$ cat config.mk
export PLATFORM = sky130hd
export DESIGN_NAME = muldiv_unit
export DESIGN_NICKNAME = d
export VERILOG_FILES = /design/src/rtl/muldiv_unit.sv
export SDC_FILE = /design/constraint.sdc
export NUM_CORES = 1
export LEC_CHECK = 0
export BUFFER_PORTS_ARGS = -buffer_cell sky130_fd_sc_hd__buf_2
export CAP_MARGIN = 20
export CORE_ASPECT_RATIO = 0.9
export CORE_MARGIN = 1
export CORE_UTILIZATION = 61
export DETAILED_ROUTE_END_ITERATION = 6
export PLACE_DENSITY = 0.83
export SYNTH_ARGS = -nofsm -noshare
export SYNTH_HDL_FRONTEND = slang
export SYNTH_SLANG_ARGS = --single-unit
$ cat constraint.sdc
create_clock -name clk -period 6.35 [get_ports clk]
set_clock_uncertainty 0.2 [all_clocks]
set_input_delay 0.3175 -clock clk [delete_from_list [all_inputs] [get_ports clk]]
set_output_delay 0.3175 -clock clk [all_outputs]
set_load 0.03 [all_outputs]
$ cat src/rtl/muldiv_unit.sv
// rtl/muldiv_unit.sv - iterative signed/unsigned multiply/divide unit owning the HI/LO pair
module muldiv_unit #(
  parameter int WIDTH = 32,
  parameter int CNT_W = $clog2(WIDTH + 1)
) (
  input  logic             clk,
  input  logic             reset,
  input  logic             start,
  input  logic [2:0]       op,
  input  logic [WIDTH-1:0] a,
  input  logic [WIDTH-1:0] b,
  input  logic             cancel,
  output logic             busy,
  output logic             done,
  output logic             div_zero,
  output logic [WIDTH-1:0] hi,
  output logic [WIDTH-1:0] lo
);

  localparam logic [1:0] S_IDLE = 2'd0;
  localparam logic [1:0] S_CALC = 2'd1;
  localparam logic [1:0] S_FIX  = 2'd2;

  localparam logic [2:0] OP_MTHI = 3'b100;
  localparam logic [2:0] OP_MTLO = 3'b101;

  logic [1:0]         state;
  logic [CNT_W-1:0]   cnt;
  logic [2*WIDTH-1:0] acc;
  logic [WIDTH-1:0]   opb;
  logic               is_div;
  logic               neg_res;
  logic               neg_rem;
  logic               dz;

  logic               op_md;
  logic               op_signed;
  logic [WIDTH-1:0]   a_abs;
  logic [WIDTH-1:0]   b_abs;
  logic [WIDTH:0]     mul_sum;
  logic [WIDTH:0]     div_shift;
  logic [WIDTH:0]     div_diff;
  logic [2*WIDTH-1:0] acc_step;
  logic [2*WIDTH-1:0] prod_fix;
  logic [WIDTH-1:0]   quo_fix;
  logic [WIDTH-1:0]   rem_fix;

  assign op_md     = ~op[2];
  assign op_signed = ~op[0];
  assign a_abs     = (op_signed && a[WIDTH-1]) ? -a : a;
  assign b_abs     = (op_signed && b[WIDTH-1]) ? -b : b;

  // acc holds {partial product, multiplier} or {remainder, dividend/quotient}
  assign mul_sum   = {1'b0, acc[2*WIDTH-1:WIDTH]} + (acc[0] ? {1'b0, opb} : {(WIDTH+1){1'b0}});
  assign div_shift = {acc[2*WIDTH-1:WIDTH], acc[WIDTH-1]};
  assign div_diff  = div_shift - {1'b0, opb};

  always_comb begin
    acc_step = {mul_sum, acc[WIDTH-1:1]};
    if (is_div) begin
      if (div_diff[WIDTH])
        acc_step = {div_shift[WIDTH-1:0], acc[WIDTH-2:0], 1'b0};
      else
        acc_step = {div_diff[WIDTH-1:0], acc[WIDTH-2:0], 1'b1};
    end
  end

  assign prod_fix = neg_res ? -acc : acc;
  assign quo_fix  = neg_res ? -acc[WIDTH-1:0] : acc[WIDTH-1:0];
  assign rem_fix  = neg_rem ? -acc[2*WIDTH-1:WIDTH] : acc[2*WIDTH-1:WIDTH];

  always_ff @(posedge clk or posedge reset) begin
    if (reset) begin
      state    <= S_IDLE;
      cnt      <= '0;
      acc      <= '0;
      opb      <= '0;
      is_div   <= 1'b0;
      neg_res  <= 1'b0;
      neg_rem  <= 1'b0;
      dz       <= 1'b0;
      busy     <= 1'b0;
      done     <= 1'b0;
      div_zero <= 1'b0;
      hi       <= '0;
      lo       <= '0;
    end else begin
      done     <= 1'b0;
      div_zero <= 1'b0;
      case (state)
        S_IDLE: begin
          if (start && !cancel) begin
            if (op_md) begin
              acc     <= {{WIDTH{1'b0}}, a_abs};
              opb     <= b_abs;
              is_div  <= op[1];
              neg_res <= op_signed && (a[WIDTH-1] ^ b[WIDTH-1]);
              neg_rem <= op_signed && a[WIDTH-1];
              dz      <= op[1] && (b == '0);
              cnt     <= CNT_W'(WIDTH);
              busy    <= 1'b1;
              state   <= S_CALC;
            end else if (op == OP_MTHI) begin
              hi <= a;
            end else if (op == OP_MTLO) begin
              lo <= a;
            end
          end
        end
        S_CALC: begin
          if (cancel) begin
            state <= S_IDLE;
            busy  <= 1'b0;
          end else begin
            acc <= acc_step;
            cnt <= cnt - CNT_W'(1);
            if (cnt == CNT_W'(1))
              state <= S_FIX;
          end
        end
        S_FIX: begin
          state <= S_IDLE;
          busy  <= 1'b0;
          if (!cancel) begin
            done <= 1'b1;
            if (dz) begin
              div_zero <= 1'b1;
            end else if (is_div) begin
              hi <= rem_fix;
              lo <= quo_fix;
            end else begin
              hi <= prod_fix[2*WIDTH-1:WIDTH];
              lo <= prod_fix[WIDTH-1:0];
            end
          end
        end
        default: begin
          state <= S_IDLE;
          busy  <= 1'b0;
        end
      endcase
    end
  end

endmodule

==> out/metrics.csv <==
metric,value,unit
pre-CTS WS,1970,ps
DR iter-0 viols,2321,
largest net degree at the start of global routing,111,
mux share of post-synthesis cell area,4.79,%
post-route antenna net violation count,0,
# diodes,0,
CTS HTree Levels,4,
status,"finished, violations left",
drt drc,12,
final hold vios,0,
dpl hpwl,34.3,mm
Filler cells,1997,
failing checks,DRC,
Setup TNS Final,0,ps
reg-to-reg startpoint,acc[31],
worst setup path endpoint,acc[54],
unrepaired setup endpoints after global routing,false,
crit path launch,acc[31],
detailed-route via count,14700,
kind of critical path,flip-flop to flip-flop,
Synth Flop Type,dfrtp_1,
"Clk Latency, worst-skew pair",450,ps
Leak,7.41,nW
max-cap violations,0,
Yosys warnings,0,
Layout area overhead,10.7,%
Synth Area in XOR/XNOR,9.97,%
r2r worst-path depth,13,
"Setup violations, final",0,
HP Class,input port to flip-flop,
crit path DAT,4680,ps
antenna violations before repair,0,
Rows,53,
vias per inst,6.51,
Adder-Cell Fraction of Synth Area,6.24,%
WL final,46.4,mm
Total GRT Usage,38.0,%
Inserted Clock Buffers,17,
core area,0.0235,mm^2
GR Util met2,54.1,%
Worst-path clk slew,70,ps
Post-Synth Simple-Gate Area,20.3,%
CTS Sinks,175,
post-route setup slack,1810,ps
Die Ht,149,um
largest family of logic cells by synthesized area,compound AO/OA/AOI/OAI gates,
count of cell types in the netlist,80,
Slew Limit Fails,0,
Syn Inst Count,1871,
Final GP Congestion,0.969,
final net count,2090,
CTS max path bufs,2,
Reg area,0.00438,mm^2
Port Buf Inserts,137,
r2r setup slk,1810,ps
Setup crit end kind,flip-flop,
VDD IR-drop max,0.221,mV
global route hottest layer,met1,
grt ovf,0,
"FFs w/ async S/R, synth",100,%
met3 usage,7.78,%
min Tclk post-route,4540,ps
Synth Area in Compound Gates,24.0,%
Pwr per Cell Area,279,mW/mm^2
share of the clock period used by the worst path,71.5,%
sequential area share after synthesis,29.9,%
required time worst endpoint,6480,ps
"Max FO, Critical Path",25,
setup bufs post-CTS,0,
Die X,165,um
FF-to-FF End,acc[54],
die area,0.0247,mm^2
vias in the first global route,13300,
DRT Pass-1 Iters,7,
Post-synth EDFFs,0,
GRT met1 Usage,57.1,%
Mapped Area,0.0147,mm^2
Max Fclk,0.220,GHz
first-pass GRT wire length,72.7,mm
#FFs+latches synth,175,
CP startpoint kind,flip-flop,
max_slew headroom,23.1,%
Avg Synthesized Cell Area,7.84,um^2
syn_nets,2014,
Initial Util,62.5,%
multi-input logic area,0.00965,mm^2
pin slew with the least headroom to its limit,1150,ps
CTS tree,done,
CTS root buf,clkbuf_16,
layout cells sized above 1,10.9,%
WL/cell,20.5,um
Top Ports,138,
how the worst min path moves through the flow:
stage,start,endpoint,cells after the start
2_1_floorplan,cancel,done,1
3_5_place_dp,lo[18],lo[18],1
6_report,b[7],opb[7],3
4_1_cts,b[7],opb[7],3
5_1_grt,b[7],opb[7],3
3_3_place_gp,lo[17],lo[17],1
worst max-delay path, cell delays in order, from the launching register on:
cell and delay [ps]:
dfrtp_1 530, inv_1 120, ha_1 240, fa_1 400
nor2b_1 200, o2111ai_1 200, nand3_1 310, nand4_1 140
a21oi_1 340, xor2_4 710, buf_4 440, mux2i_1 240
nor2_1 60, a221o_1 280
final cells by class:
type	count	area share (%)
clock buffers	18	2.64
inverters	70	1.65
multi-input cells	1518	59.4
clock inverters	14	1.05
repair buffers	165	5.95
flip-flops and latches	175	27.0
well taps	302	2.33
stage by stage:
stage	instance area (um^2)	util [%]	instances	hold slack [ps]	power (W)
3_5_place_dp	15500	65.9	2215	262	0.00337
2_1_floorplan	14700	-	1871	191	0.00286
3_3_place_gp	15500	65.9	2215	257	0.00333
4_1_cts	16200	68.9	2259	1.75	0.00447
6_report	16200	69.2	2262	1.35	0.00453
5_1_grt	16200	69.2	2262	13.1	0.00475
cells in the mapped netlist, drive strengths merged, types with 10 or more instances:
cell type / count / share of area, %
a211oi: 18 / 0.92
a21o: 34 / 1.7
a21oi: 112 / 3.8
a22oi: 10 / 0.51
a31oi: 16 / 0.68
and3: 12 / 0.51
buf: 21 / 0.77
clkbuf: 87 / 2.2
dfrtp: 175 / 30
ha: 70 / 6.0
inv: 69 / 1.8
mux2i: 68 / 4.6
nand2: 248 / 6.3
nand2b: 11 / 0.47
nand3: 31 / 1.1
nand4: 13 / 0.55
nor2: 172 / 4.4
nor2b: 25 / 1.1
nor3: 36 / 1.3
nor4: 18 / 0.96
o21a: 13 / 0.67
o21ai: 231 / 7.9
o31ai: 46 / 2.4
o41ai: 21 / 1.4
or3: 21 / 0.93
or4: 13 / 0.69
xnor2: 97 / 5.8
xor2: 70 / 4.2
repair_timing:
action	CTS	global route
setup endpoints to repair	0	0
resized for setup	0	0
endpoints found under the hold margin	93	0
hold buffers	12	0
sequential cells by signal, summed over array words and instances (netlist names):
| register | count |
|---|---|
| opb | 32 |
| neg_rem | 1 |
| acc | 64 |
| neg_res | 1 |
| dz | 1 |
| is_div | 1 |
| div_zero | 1 |
| busy | 1 |
| hi | 32 |
| cnt | 6 |
| state | 2 |
| lo | 32 |
| done | 1 |
report_power, final:
part	internal, W	total [W]	switching (W)
Sequential	0.00131	0.00156	0.000252
Clock	0.000563	0.00110	0.000536
Combinational	0.000682	0.00187	0.00119
kinds of logic after synthesis:
logic type | Yosys count
AND/OR/NAND/NOR | 640
adder cells (fa/ha/maj) | 72
multiplexers | 70
buffers and inverters | 178
flip-flops | 175
XOR/XNOR | 167
AO/OA/AOI/OAI | 569
cells in the final DEF (no fill, tap or decap), drive strengths merged, types with 21 or more instances in the layout:
master / n
nor2b: 25
mux2i: 68
o31ai: 46
nand2: 248
nor2: 172
ha: 70
buf: 153
nand3: 31
o41ai: 21
a21oi: 112
or3: 21
xor2: 70
o21ai: 231
xnor2: 97
a21o: 34
nor3: 36
dfrtp: 175
inv: 75
metal layers:
| layer | wire length (um) | vias up | share of wire (%) |
|---|---|---|---|
| li1 | - | 6830 | - |
| met1 | 20200 | 6923 | 44 |
| met2 | 19700 | 876 | 42 |
| met3 | 5210 | 101 | 11 |
| met4 | 1300 | 0 | 2.8 |
| met5 | 0 | - | 0 |
No activity file was read; power rests on OpenSTA's default activity.
